File: src/rtl/srs_re_extract.sv
// SRS resource-element extractor: walks a comb of FFT bins in the FFT output RAM
// and streams the selected REs through a small skid buffer with ready/valid.
module srs_re_extract #(
  parameter int BUF_DEPTH = 2
) (
  input  logic        clk,
  input  logic        rst_n,
  input  logic        start,
  output logic        busy,
  output logic        done,
  input  logic [1:0]  ifft_size_sel,
  input  logic        ktc,
  input  logic [10:0] m_sc,
  input  logic [11:0] re_start,
  output logic        fft_ram_rd,
  output logic [11:0] fft_ram_raddr,
  input  logic [23:0] fft_ram_rdata,
  output logic        out_valid,
  input  logic        out_ready,
  output logic [23:0] out_data,
  output logic [10:0] out_index,
  output logic        out_last
);
  localparam int PW = (BUF_DEPTH > 1) ? $clog2(BUF_DEPTH) : 1;
  localparam int CW = $clog2(BUF_DEPTH + 1);

  typedef enum logic [1:0] {IDLE, RUN, DRAIN} state_t;
  state_t state_reg, state_next;

  logic [12:0] n_reg;
  logic [2:0]  step_reg;
  logic [10:0] m_sc_reg;
  logic [11:0] addr_reg, addr_next;
  logic [10:0] rd_cnt_reg;
  logic        flight_reg, flight_last_reg;
  logic [10:0] flight_idx_reg;
  logic        done_reg, tail_reg;

  logic [23:0]   buf_data [BUF_DEPTH];
  logic [10:0]   buf_idx  [BUF_DEPTH];
  logic          buf_last [BUF_DEPTH];
  logic [PW-1:0] wr_ptr_reg, rd_ptr_reg;
  logic [CW-1:0] cnt_reg;

  logic          accept, pop, push, issue, last_read, run_end;
  logic [CW:0]   occ_after_pop;
  logic [12:0]   n_in, sum;
  logic [11:0]   mask_in;

  function automatic logic [PW-1:0] ptr_inc(input logic [PW-1:0] p);
    return (p == PW'(BUF_DEPTH - 1)) ? '0 : p + 1'b1;
  endfunction

  // busy stays up through the done cycle so a start there is ignored
  assign busy      = (state_reg != IDLE) | tail_reg;
  assign done      = done_reg;
  assign accept    = start & ~busy;
  assign n_in      = 13'd4096 >> ifft_size_sel;
  assign mask_in   = 12'hFFF >> ifft_size_sel;

  assign sum       = {1'b0, addr_reg} + {10'd0, step_reg};
  assign addr_next = (sum >= n_reg) ? (sum[11:0] - n_reg[11:0]) : sum[11:0];

  assign out_valid = (cnt_reg != '0);
  assign out_data  = buf_data[rd_ptr_reg];
  assign out_index = buf_idx[rd_ptr_reg];
  assign out_last  = buf_last[rd_ptr_reg];
  assign pop       = out_valid & out_ready;
  assign push      = flight_reg;

  // A slot freed by this cycle's pop counts as credit, giving 1 RE/cycle with 2 entries
  assign occ_after_pop = {1'b0, cnt_reg} + (CW+1)'(flight_reg) - (CW+1)'(pop);
  assign issue         = (state_reg == RUN) && (occ_after_pop < (CW+1)'(BUF_DEPTH));
  assign last_read     = (rd_cnt_reg == m_sc_reg - 11'd1);
  assign run_end       = (state_reg == DRAIN) & pop & out_last;

  assign fft_ram_rd    = issue;
  assign fft_ram_raddr = addr_reg;

  always_comb begin
    state_next = state_reg;
    case (state_reg)
      IDLE:    if (accept && m_sc != 11'd0) state_next = RUN;
      RUN:     if (issue && last_read)      state_next = DRAIN;
      DRAIN:   if (run_end)                 state_next = IDLE;
      default: state_next = IDLE;
    endcase
  end

  always_ff @(posedge clk or negedge rst_n) begin
    if (!rst_n) begin
      state_reg       <= IDLE;
      n_reg           <= '0;
      step_reg        <= '0;
      m_sc_reg        <= '0;
      addr_reg        <= '0;
      rd_cnt_reg      <= '0;
      flight_reg      <= 1'b0;
      flight_idx_reg  <= '0;
      flight_last_reg <= 1'b0;
      done_reg        <= 1'b0;
      tail_reg        <= 1'b0;
    end else begin
      state_reg       <= state_next;
      done_reg        <= run_end | (accept & (m_sc == 11'd0));
      tail_reg        <= run_end;
      if (accept) begin
        n_reg      <= n_in;
        step_reg   <= ktc ? 3'd4 : 3'd2;
        m_sc_reg   <= m_sc;
        addr_reg   <= re_start & mask_in;
        rd_cnt_reg <= '0;
      end else if (issue) begin
        addr_reg   <= addr_next;
        rd_cnt_reg <= rd_cnt_reg + 11'd1;
      end
      flight_reg      <= issue;
      flight_idx_reg  <= rd_cnt_reg;
      flight_last_reg <= last_read;
    end
  end

  always_ff @(posedge clk or negedge rst_n) begin
    if (!rst_n) begin
      wr_ptr_reg <= '0;
      rd_ptr_reg <= '0;
      cnt_reg    <= '0;
      for (int i = 0; i < BUF_DEPTH; i++) begin
        buf_data[i] <= '0;
        buf_idx[i]  <= '0;
        buf_last[i] <= 1'b0;
      end
    end else begin
      if (push) begin
        buf_data[wr_ptr_reg] <= fft_ram_rdata;
        buf_idx[wr_ptr_reg]  <= flight_idx_reg;
        buf_last[wr_ptr_reg] <= flight_last_reg;
        wr_ptr_reg           <= ptr_inc(wr_ptr_reg);
      end
      if (pop) rd_ptr_reg <= ptr_inc(rd_ptr_reg);
      if (push && !pop)      cnt_reg <= cnt_reg + 1'b1;
      else if (pop && !push) cnt_reg <= cnt_reg - 1'b1;
    end
  end
endmodule

File: config.mk
export PLATFORM = sky130hd
export DESIGN_NAME = srs_re_extract
export DESIGN_NICKNAME = d
export VERILOG_FILES = /design/src/rtl/srs_re_extract.sv
export SDC_FILE = /design/constraint.sdc
export NUM_CORES = 1
export LEC_CHECK = 0
export CORE_MARGIN = 8
export CORE_UTILIZATION = 57
export DETAILED_ROUTE_END_ITERATION = 6
export PLACE_DENSITY = 0.95
export SETUP_SLACK_MARGIN = 0.1
export SLEW_MARGIN = 20
export SYNTH_ARGS = -nofsm -noshare
export SYNTH_HDL_FRONTEND = slang
export SYNTH_SLANG_ARGS = --single-unit
export TNS_END_PERCENT = 5
File: constraint.sdc
create_clock -name clk -period 8.4 [get_ports clk]
set_input_delay 0.84 -clock clk [delete_from_list [all_inputs] [get_ports clk]]
set_output_delay 0.84 -clock clk [all_outputs]
set_load 0.01 [all_outputs]
* After elaboration in Yosys (flattened, before gate mapping)
Index checks and enable logic that the tools add are counted. Widths: inputs -> output; s select.
Storage, ports and cells: bits in registers 143, bits of input ports 54
Operators by class: $add $sub $neg 10, $lt $le $gt $ge 5, equal/unequal tests 6, shifts and indexed selects 2, mux-type cells 32, bitwise operators 11, reduce and logical (&&, ||, !) cells 16
Operator list (number):
- $mux 24 | 4
- $mux 11 | 6
- $bwmux 48 | 1
- $mux 12 | 3
- $demux 24 s1 | 1
- $bwmux 22 | 1
- $add 12x3->13 | 1
- $ge 13x13->1 | 1
- $shr 13x2->13 const A | 1
- $and 12x12->12 | 1
- $shr 12x2->12 const A | 1
- $sub 12x12->12 | 1
- $add 11x1->11 const B | 1
- $demux 11 s1 | 1
- $eq 11x11->1 | 1
- $logic_not 11->1 | 1
- $reduce_bool 11->1 | 1
- $sub 11x1->11 const B | 1
- $mux 2 | 5
- $reduce_bool 2->1 | 4
- $logic_and 1x1->1 | 6
- $mux 1 | 6
- $pmux 2 s3 | 1
- $and 1x1->1 | 5
- 21 further kinds | 27

* Depth between registers and ports, before layout
Gate-level depths: netlist of the first run.
depth after elaboration 8, mapped depth 14, gate-level depth less buffers 14

* Least setup slack after synthesis of the first run
No wires, ideal clock.
path kind input port to output port, from in out_ready, to out fft_ram_rd, data arrival time 2.720 ns, required time 7.560 ns, setup slack 4.840 ns, stages on the path 8, path buffers 1, path through nand2_1 inv_1 ha_1 nor2b_1 fa_1 or3_1 inv_2 clkbuf_1
On the way: word-level cells in the longest chain between the ends 4
Ends and longest elaborated chain:
- start, declared | line 19 | input logic out_ready,
- $and 1x1->1 | line 68 | assign pop = out_valid & out_ready;
- net pop | line 45 | logic accept, pop, push, issue, last_read, run_end;
- $sub 3x1->3 | line 72 | assign occ_after_pop = {1'b0, cnt_reg} + (CW+1)'(flight_reg) - (CW+1)'(pop);
- $lt 3x2->1 | line 73 | assign issue = (state_reg == RUN) && (occ_after_pop < (CW+1)'(BUF_DEPTH));
- $logic_and 1x1->1 | line 73
- end, declared | line 15 | output logic fft_ram_rd,
The timed path passes the listed nets, and every way through them passes these cells.

* Worst setup path in the final report of the first run
Same ends and word-level chain as after synthesis.

==> metrics.cfg, run 1 <==
[outcome]
status=completed

[sta]
grt_setup_unrepaired=false
hold_violations=0
clock_skew_ns=0.007254
slew-limit-headroom_pct=39.90
worst_pin_slew_ns=0.8983
drv_slew=0
tns_ns=0
fmax_ghz=0.2204
hold_ws_ns=0.3482
period_share_pct=54.01
setup_viol=0
layout_setup_ws_ns=3.863
period_needed_ns=4.537

[synthesis]
synth_most_common_cell=dfrtp_1
yosys.area.top_type_share_pct=53.05
synth_nets=590
yosys_warnings=0
synth_edf_count=0
seq_area_frac_synth_pct=53.05
ys.flop_type=dfrtp_1
synth-seq-cells=133
async_flop_share_pct=100.0
synth.cell_area_um2=6274
ys_types=58
avgSynthCellArea_um2=11.97
synth_commonest_cells=dfrtp_1 (133), mux2_2 (108), nand2_1 (61)
synth_area_leaders=dfrtp_1 (53%), mux2_2 (19%), nand2_1 (3.6%)
synth_top_area_cell=dfrtp_1
synthCells=524

[clock_network]
clk_latency_ns=0.52
cts_tree=built
ctsHoldBuffers=0
cts-root-buf=clkbuf_8
htreeDepth=4
postCtsSetupBuffers=0
clockBufferDepth=2
clock_sinks=133
numCtsBuffers=17
clk_pin_slew_ns=0.06
ctsResizeCount=0

[final_layout]
largest_reg_flops=48
drive_gt1_share_pct=24.73
design_area_um2=8045
fin_nets=696
final_util_pct=74.54
regMostFlops=buf_data
syn_to_final_growth_pct=28.24
final-instance-count-excl-fill=783
diodes=0

[global_route]
grt_pass1_vias=4903
grt_max_degree=82
grt_overflow_total=0
grt_usage_pct=21.33
grt_first_pass_wirelength_mm=24.61
antenna_found_initial=0

[pwr]
p_sw_mw=1.080
p_clk_share_pct=22.5
leakage_nw=3.552
power.density_nw_per_um2=390.1
p_sw_share_pct=34.40
internal-power_mw=2.059
power_mw=3.138
pwr-share-comb_pct=43.5
ir_drop_mv=0.2262
pwr-share-seq_pct=34.0

[die]
rows=38
initial_core_util_pct=58.13
placeableCoreArea_um2=10790
die_h_um=120.9
die_w_um=120.9
dieArea_um2=14620
io_pins=106

[route]
firstDrtPassIters=4
ant_nets=0
routed_wl_mm=14.71
num_vias=4483
drc_errors=0
via_per_inst=5.725
wl_per_cell_um=18.78
drt_iter0_markers=291

[placed_design]
dp_cells=750
postPlaceCellArea_um2=7446
hpwl_mm=9.936
dp_slack_ns=3.875
portBuffers=105
place_congestion=0.9044

[critical_path]
r2r_start=cnt_reg[1]$_DFFE_PN0P_
r2r-end=rd_cnt_reg[7]$_DFFE_PN0P_
required_ns=7.56
cp_max_fo=19
cp_data_arrival_time_ns=3.70
critPathCaptureType=output port
critPathKind=input pin to output port
r2r_setup_slack_ns=5.01
r2r_cells=13
crit_path_start_kind=input pin

[flow_run]
cap_viol_max_count=0

[min_path]
hp-class=input pin to asynchronous set/reset pin

==> worst max-delay path: stages <==
cell,delay [ns]
clkdlybuf4s50_1,0.46
nand2_1,0.09
inv_1,0.11
ha_1,0.23
nor2b_1,0.14
fa_1,0.43
or3_1,0.48
inv_2,0.31
clkdlybuf4s50_1,0.61
==> power groups by stage <==
stage / sequential, mW / combinational [mW] / clock, mW
after floorplan: 1.02 / 0.872 / 0
after global placement: 1.05 / 1.31 / 0
after detailed placement: 1.07 / 1.36 / 0
after CTS: 1.07 / 1.37 / 0.721
after global routing: 1.10 / 1.48 / 0.748
final: 1.07 / 1.36 / 0.707
==> layout make-up <==
type	count	area, µm²
inverters	14	52.55
flip-flops and latches	133	3328
repair buffers	109	1095
clock buffers	20	445.4
multi-input cells	355	2819
fillers	707	2748
well taps	140	175.2
clock inverters	12	130.1
==> metal layers <==
layer | global-route usage, % | up-vias | wire length (µm)
met5 | 0 | - | 0
met4 | 8.197 | 0 | 352
met3 | 5.956 | 29 | 790
met2 | 35.92 | 159 | 7423
met1 | 25.43 | 2227 | 6139
li1 | - | 2068 | -
==> layout by cell type (no fill, tap or decap), drive strengths merged, types with 8 or more instances in the layout <==
cell,netlist,final
dfrtp,133,133
mux2,109,109
clkdlybuf4s50,0,104
nand2,61,61
o21ai,21,21
clkbuf,16,20
nor2,19,19
xnor2,17,17
xor2,17,17
inv,14,14
ha,10,10
and3,8,8
nor3,8,8
clkinv,0,8
==> how the worst max path moves through the flow <==
stage	cells after the start	endpoint	startpoint	slack [ns]
6_report	9	fft_ram_rd	out_ready	3.86
5_1_grt	9	fft_ram_rd	out_ready	3.78
4_1_cts	9	fft_ram_rd	out_ready	3.86
3_5_place_dp	9	fft_ram_rd	out_ready	3.88
3_3_place_gp	9	fft_ram_rd	out_ready	3.94
2_1_floorplan	8	fft_ram_rd	out_ready	4.84
==> logic make-up after synthesis <==
group | Yosys count | synth area share [%]
multiplexers | 111 | 19.88
buffers and inverters | 36 | 2.174
AO/OA/AOI/OAI | 52 | 5.864
XOR/XNOR | 34 | 4.747
flip-flops | 133 | 53.05
adder cells (fa/ha/maj) | 12 | 2.633
AND/OR/NAND/NOR | 146 | 11.65
No activity file was read; power rests on OpenSTA's default activity.
==> inputs of run 2 (changes only) <==
--- a/config.mk
+++ b/config.mk
@@ -6,9 +6,9 @@
 export NUM_CORES = 1
 export LEC_CHECK = 0
 export CORE_MARGIN = 8
-export CORE_UTILIZATION = 57
+export CORE_UTILIZATION = 53
 export DETAILED_ROUTE_END_ITERATION = 6
-export PLACE_DENSITY = 0.95
+export PLACE_DENSITY = 0.9
 export SETUP_SLACK_MARGIN = 0.1
 export SLEW_MARGIN = 20
 export SYNTH_ARGS = -nofsm -noshare
==> constraint.sdc (replaced) <==
create_clock -name clk -period 4.2 [get_ports clk]
set_input_delay 0.42 -clock clk [delete_from_list [all_inputs] [get_ports clk]]
set_output_delay 0.42 -clock clk [all_outputs]
set_load 0.01 [all_outputs]
==> metrics.cfg, run 2 (same netlist as run 1, synthesis figures left out) <==
[clock_network]
postCtsSetupBuffers=0  ; unchanged
clk_latency_ns=0.41  ; -0.11 ns
clk_pin_slew_ns=0.05  ; about the same
clockBufferDepth=2  ; unchanged
cts-root-buf=clkbuf_16
clock_sinks=133  ; unchanged
htreeDepth=4  ; unchanged
ctsHoldBuffers=0  ; unchanged
numCtsBuffers=17  ; unchanged
cts_tree=built
ctsResizeCount=0  ; unchanged

[critical_path]
crit_chain=inv_1 -> nand2_1 -> nand2_1 -> inv_1 -> ha_1 -> nor2b_1 -> fa_1 -> or3_1 -> inv_2 -> clkdlybuf4s50_1
crit_path_start_kind=flop
crit_buf_inv=4  ; unchanged
critPathKind=flop to output port
slowest_stage=clkdlybuf4s50_1
required_ns=3.78  ; -3.78 ns
cp_data_arrival_time_ns=3.36  ; -0.34 ns
crit_family=buffers and inverters
cp_slowest_stage_delay_ns=0.58  ; -0.03 ns
cp_max_fo=12  ; -7
critPathCaptureType=output port

[placed_design]
dp_slack_ns=0.5971  ; -3.278 ns
portBuffers=105  ; unchanged
place_congestion=0.8551  ; -5.5%
dp_cells=756  ; +0.80%
postPlaceCellArea_um2=7470  ; +0.32%
hpwl_mm=9.995  ; +0.59%

[pwr]
power.density_nw_per_um2=785.0  ; +100%
ir_drop_mv=0.4501  ; +99%
leakage_nw=3.578  ; +0.73%

[route]
drc_errors=0  ; unchanged
routed_wl_mm=14.44  ; -1.8%
wl_per_cell_um=18.41  ; -1.9%
ant_nets=0  ; unchanged
num_vias=4449  ; -0.76%
via_per_inst=5.675  ; -0.89%
firstDrtPassIters=5  ; +1
drt_iter0_markers=322  ; +11%

[global_route]
grt_max_degree=85  ; +3.7%
grt_first_pass_wirelength_mm=24.32  ; -1.2%
antenna_found_initial=0  ; unchanged
grt_pass1_vias=4931  ; +0.57%
grt_overflow_total=0  ; unchanged
grt_usage_pct=19.07  ; -2.3 points

[final_layout]
largest_reg_flops=48  ; unchanged
layout_common_cells=dfrtp_1 (133), mux2_2 (108), clkdlybuf4s50_1 (104)
ff_latch_area_um2=3328  ; unchanged
syn_to_final_growth_pct=28.88
drive_gt1_share_pct=24.34  ; -0.39 points
fin_nets=699  ; +0.43%
mostFrequentLayoutCell=dfrtp_1
final-instance-count-excl-fill=784  ; +0.13%
n_fill_cell=802  ; +13%
diodes=0  ; unchanged
regMostFlops=buf_data
multi_input_area_um2=2816  ; about the same
design_area_um2=8085  ; +0.50%

[die]
die_w_um=124.8  ; +3.2%
io_pins=106  ; unchanged
dieArea_um2=15570  ; +6.5%
die_h_um=124.8  ; +3.2%
initial_core_util_pct=54.71  ; -3.4 points
placeableCoreArea_um2=11470  ; +6.2%
rows=39  ; +2.6%

[sta]
layout_setup_ws_ns=0.4201  ; -3.443 ns
grt_setup_unrepaired=false
clock_skew_ns=0.005701  ; -0.001553 ns
slew-limit-headroom_pct=49.92  ; +10 points
drv_slew=0  ; unchanged
period_share_pct=90.00
hold_violations=0  ; unchanged
fmax_ghz=0.2646
hold_ws_ns=0.04572  ; -0.3025 ns
tns_ns=0  ; unchanged
period_needed_ns=3.780
setup_viol=0  ; unchanged
worst_pin_slew_ns=0.7512  ; -0.1472 ns

[min_path]
hp-class=input pin to asynchronous set/reset pin

[flow_run]
cap_viol_max_count=0  ; unchanged

[outcome]
status=completed

run 2: cell count changes in the layout (fill, tap and decap cells not counted):
cell        before  now
clkinvlp_4       2    0
nand2_1         60   61
nand2_2          1    0
buf_12           1    0
clkinv_4         4    0
buf_4            3    6
clkinv_2         4    2
bufinv_16        2    3
clkbuf_16       16   17
clkbuf_8         3    4
buf_16           0    1
run 2: routing by layer:
layer  GRT usage (%)  share of wire [%]  up-vias
met5               0                  0        -
met1           22.72                 43     2199
li1                -                  -     2055
met2           31.23                 48      156
met4           6.804                2.4        0
met3           6.681                6.6       39
run 2: path summary, 6_finish.rpt:
path                                              start                            to  slack [ns]  cells after the start
max                              cnt_reg[1]$_DFFE_PN0P_                    fft_ram_rd        0.42                     10
min                                               rst_n      buf_data[26]$_DFFE_PN0P_        0.05                      1
max reg2reg                      cnt_reg[1]$_DFFE_PN0P_     rd_cnt_reg[5]$_DFFE_PN0P_        0.79                     13
min reg2reg                fft_ram_raddr[0]$_DFFE_PN0P_  fft_ram_raddr[0]$_DFFE_PN0P_        0.48                      2
max in group asynchronous                         rst_n       buf_data[7]$_DFFE_PN0P_        3.27                      2
min in group clk           fft_ram_raddr[0]$_DFFE_PN0P_  fft_ram_raddr[0]$_DFFE_PN0P_        0.48                      2
run 2: power by group:
part	switching, mW	leakage [nW]	internal, mW
Sequential	0.371	1.67	1.76
Combinational	1.24	1.62	1.50
Clock	0.495	0.290	0.977
Total	2.11	3.58	4.24
run 2: metrics by stage:
step	total power [mW]	utilization (%)
2_1_floorplan	3.787	-
3_3_place_gp	4.724	65.14
3_5_place_dp	4.858	65.14
4_1_cts	6.382	70.23
5_1_grt	6.752	70.51
6_report	6.347	70.51
run 2: cell type report:
class	count	share of cell area (%)
Clock buffer	22	5.989
Clock inverter	5	1.238
Inverter	14	0.6500
Multi-Input combinational cell	355	34.83
Sequential cell	133	41.16
Tap cell	143	2.213
Timing Repair Buffer	112	13.91
==> inputs of run 3 (changes only) <==
--- a/config.mk
+++ b/config.mk
@@ -8,8 +8,9 @@
 export CORE_MARGIN = 8
 export CORE_UTILIZATION = 53
 export DETAILED_ROUTE_END_ITERATION = 6
-export PLACE_DENSITY = 0.9
+export PLACE_DENSITY = 0.78
 export SETUP_SLACK_MARGIN = 0.1
+export SKIP_CTS_REPAIR_TIMING = 1
 export SLEW_MARGIN = 20
 export SYNTH_ARGS = -nofsm -noshare
 export SYNTH_HDL_FRONTEND = slang
==> metrics.cfg, run 3 (same netlist as run 1, synthesis figures left out) <==
[global_route]
antenna_found_initial=0  ; unchanged
grt_pass1_vias=4912  ; -0.39%
grt_max_degree=85  ; unchanged
grt_usage_pct=19.42  ; +0.35 points
grt_first_pass_wirelength_mm=24.60  ; +1.1%
grt_overflow_total=0  ; unchanged

[sta]
fmax_ghz=0.2580  ; -2.5%
hold_violations=0  ; unchanged
drv_slew=0  ; unchanged
period_needed_ns=3.877  ; +0.09664 ns
hold_ws_ns=0.03786  ; -0.007855 ns
layout_setup_ws_ns=0.3234  ; -0.09664 ns
clock_skew_ns=0.01207  ; +0.006364 ns
grt_setup_unrepaired=false
period_share_pct=92.30  ; +2.3 points
setup_viol=0  ; unchanged
tns_ns=0  ; unchanged
worst_pin_slew_ns=0.7613  ; +0.01011 ns
slew-limit-headroom_pct=49.25  ; -0.67 points

[route]
via_per_inst=5.579  ; -1.7%
firstDrtPassIters=4  ; -1
drt_iter0_markers=258  ; -20%
drc_errors=0  ; unchanged
routed_wl_mm=14.37  ; -0.44%
ant_nets=0  ; unchanged
num_vias=4396  ; -1.2%
wl_per_cell_um=18.24  ; -0.95%

[clock_network]
htreeDepth=4  ; unchanged
clk_pin_slew_ns=0.06  ; about the same
clk_latency_ns=0.41  ; about the same
numCtsBuffers=17  ; unchanged
clock_sinks=133  ; unchanged
clockBufferDepth=2  ; unchanged
cts-root-buf=clkbuf_16
cts_tree=built

[die]
io_pins=106  ; unchanged
die_h_um=124.8  ; unchanged
dieArea_um2=15570  ; unchanged
placeableCoreArea_um2=11470  ; unchanged
initial_core_util_pct=54.71  ; unchanged
rows=39  ; unchanged
die_w_um=124.8  ; unchanged

[final_layout]
diodes=0  ; unchanged
drive_gt1_share_pct=24.65  ; +0.31 points
final-instance-count-excl-fill=788  ; +0.51%
syn_to_final_growth_pct=28.48
fin_nets=699  ; unchanged
largest_reg_flops=48  ; unchanged
final_util_pct=70.29  ; -0.22 points
layout_common_cells=dfrtp_1 (133), mux2_2 (108), clkdlybuf4s50_1 (104)
mostFrequentLayoutCell=dfrtp_1
regMostFlops=buf_data

[critical_path]
cp_max_fo=12  ; unchanged
cp_data_arrival_time_ns=3.46  ; +0.10 ns
cp_slowest_stage_delay_ns=0.58  ; about the same
crit_path_start_kind=flop
crit_chain=inv_1 -> nand2_1 -> nand2_1 -> inv_1 -> ha_1 -> nor2b_1 -> fa_1 -> or3_1 -> inv_2 -> clkdlybuf4s50_1
critPathKind=flop to output port
required_ns=3.78  ; about the same
critPathCaptureType=output port
slowest_stage=clkdlybuf4s50_1

[min_path]
hp-class=input pin to asynchronous set/reset pin

[pwr]
power.density_nw_per_um2=780.2  ; -0.62%
ir_drop_mv=0.5251  ; +17%
leakage_nw=3.567  ; -0.30%

[placed_design]
place_congestion=0.8988  ; +5.1%
hpwl_mm=9.966  ; -0.30%
dp_cells=756  ; unchanged
portBuffers=105  ; unchanged
dp_slack_ns=0.5978  ; +0.0007260 ns

[flow_run]
cap_viol_max_count=0  ; unchanged

[outcome]
status=completed

## run 3: cell types whose count changed in the layout (fill, tap and decap cells not counted), sizes merged
cell      change
clkinv        +5
clkinvlp      +1
bufinv        -1
clkbuf        -1
## run 3: power breakdown
part | internal [mW] | switching [mW]
Sequential | 1.76 | 0.369
Clock | 0.895 | 0.520
Combinational | 1.50 | 1.24
Total | 4.16 | 2.13
## run 3: cell type report
class / instances / area [µm²]
flip-flops and latches: 133 / 3328
inverters: 14 / 52.55
fillers: 826 / 3407
clock inverters: 10 / 106.4
well taps: 143 / 178.9
clock buffers: 21 / 460.4
repair buffers: 112 / 1117
multi-input cells: 355 / 2816
## run 3: metrics by stage
step	power [mW]	cell area [µm²]
floorplan	3.787	6274
global route	6.696	8060
detailed placement	4.869	7470
global placement	4.741	7470
CTS	6.328	8036
finish	6.288	8060
## run 3: critical path, delay by kind of cell, from the launching register on
family | cells | cell delay [ns]
buf+inv | 4 | 1.02
simple gates | 4 | 0.89
fa+ha+maj | 2 | 0.73
flops | 1 | 0.40
## run 3: path summary, 6_finish.rpt
path	slack, ns	cells after the start	to	from
worst max-delay path	0.32	10	fft_ram_rd	cnt_reg[1]$_DFFE_PN0P_
worst min-delay path	0.04	1	buf_data[2]$_DFFE_PN0P_	rst_n
worst max register to register	0.68	13	rd_cnt_reg[9]$_DFFE_PN0P_	cnt_reg[1]$_DFFE_PN0P_
worst min register to register	0.49	2	n_reg[9]$_DFFE_PN0P_	n_reg[9]$_DFFE_PN0P_
max in group asynchronous	3.25	2	flight_idx_reg[10]$_DFF_PN0_	rst_n
min in group clk	0.49	2	n_reg[9]$_DFFE_PN0P_	n_reg[9]$_DFFE_PN0P_
## run 3: metal layers
metal / GRT usage (%) / up-vias / part of all wire (%)
met4: 5.741 / 0 / 1.3
met3: 6.085 / 18 / 5.9
li1: - / 2065 / -
met1: 23.79 / 2173 / 43
met5: 0 / - / 0
met2: 32.12 / 140 / 50
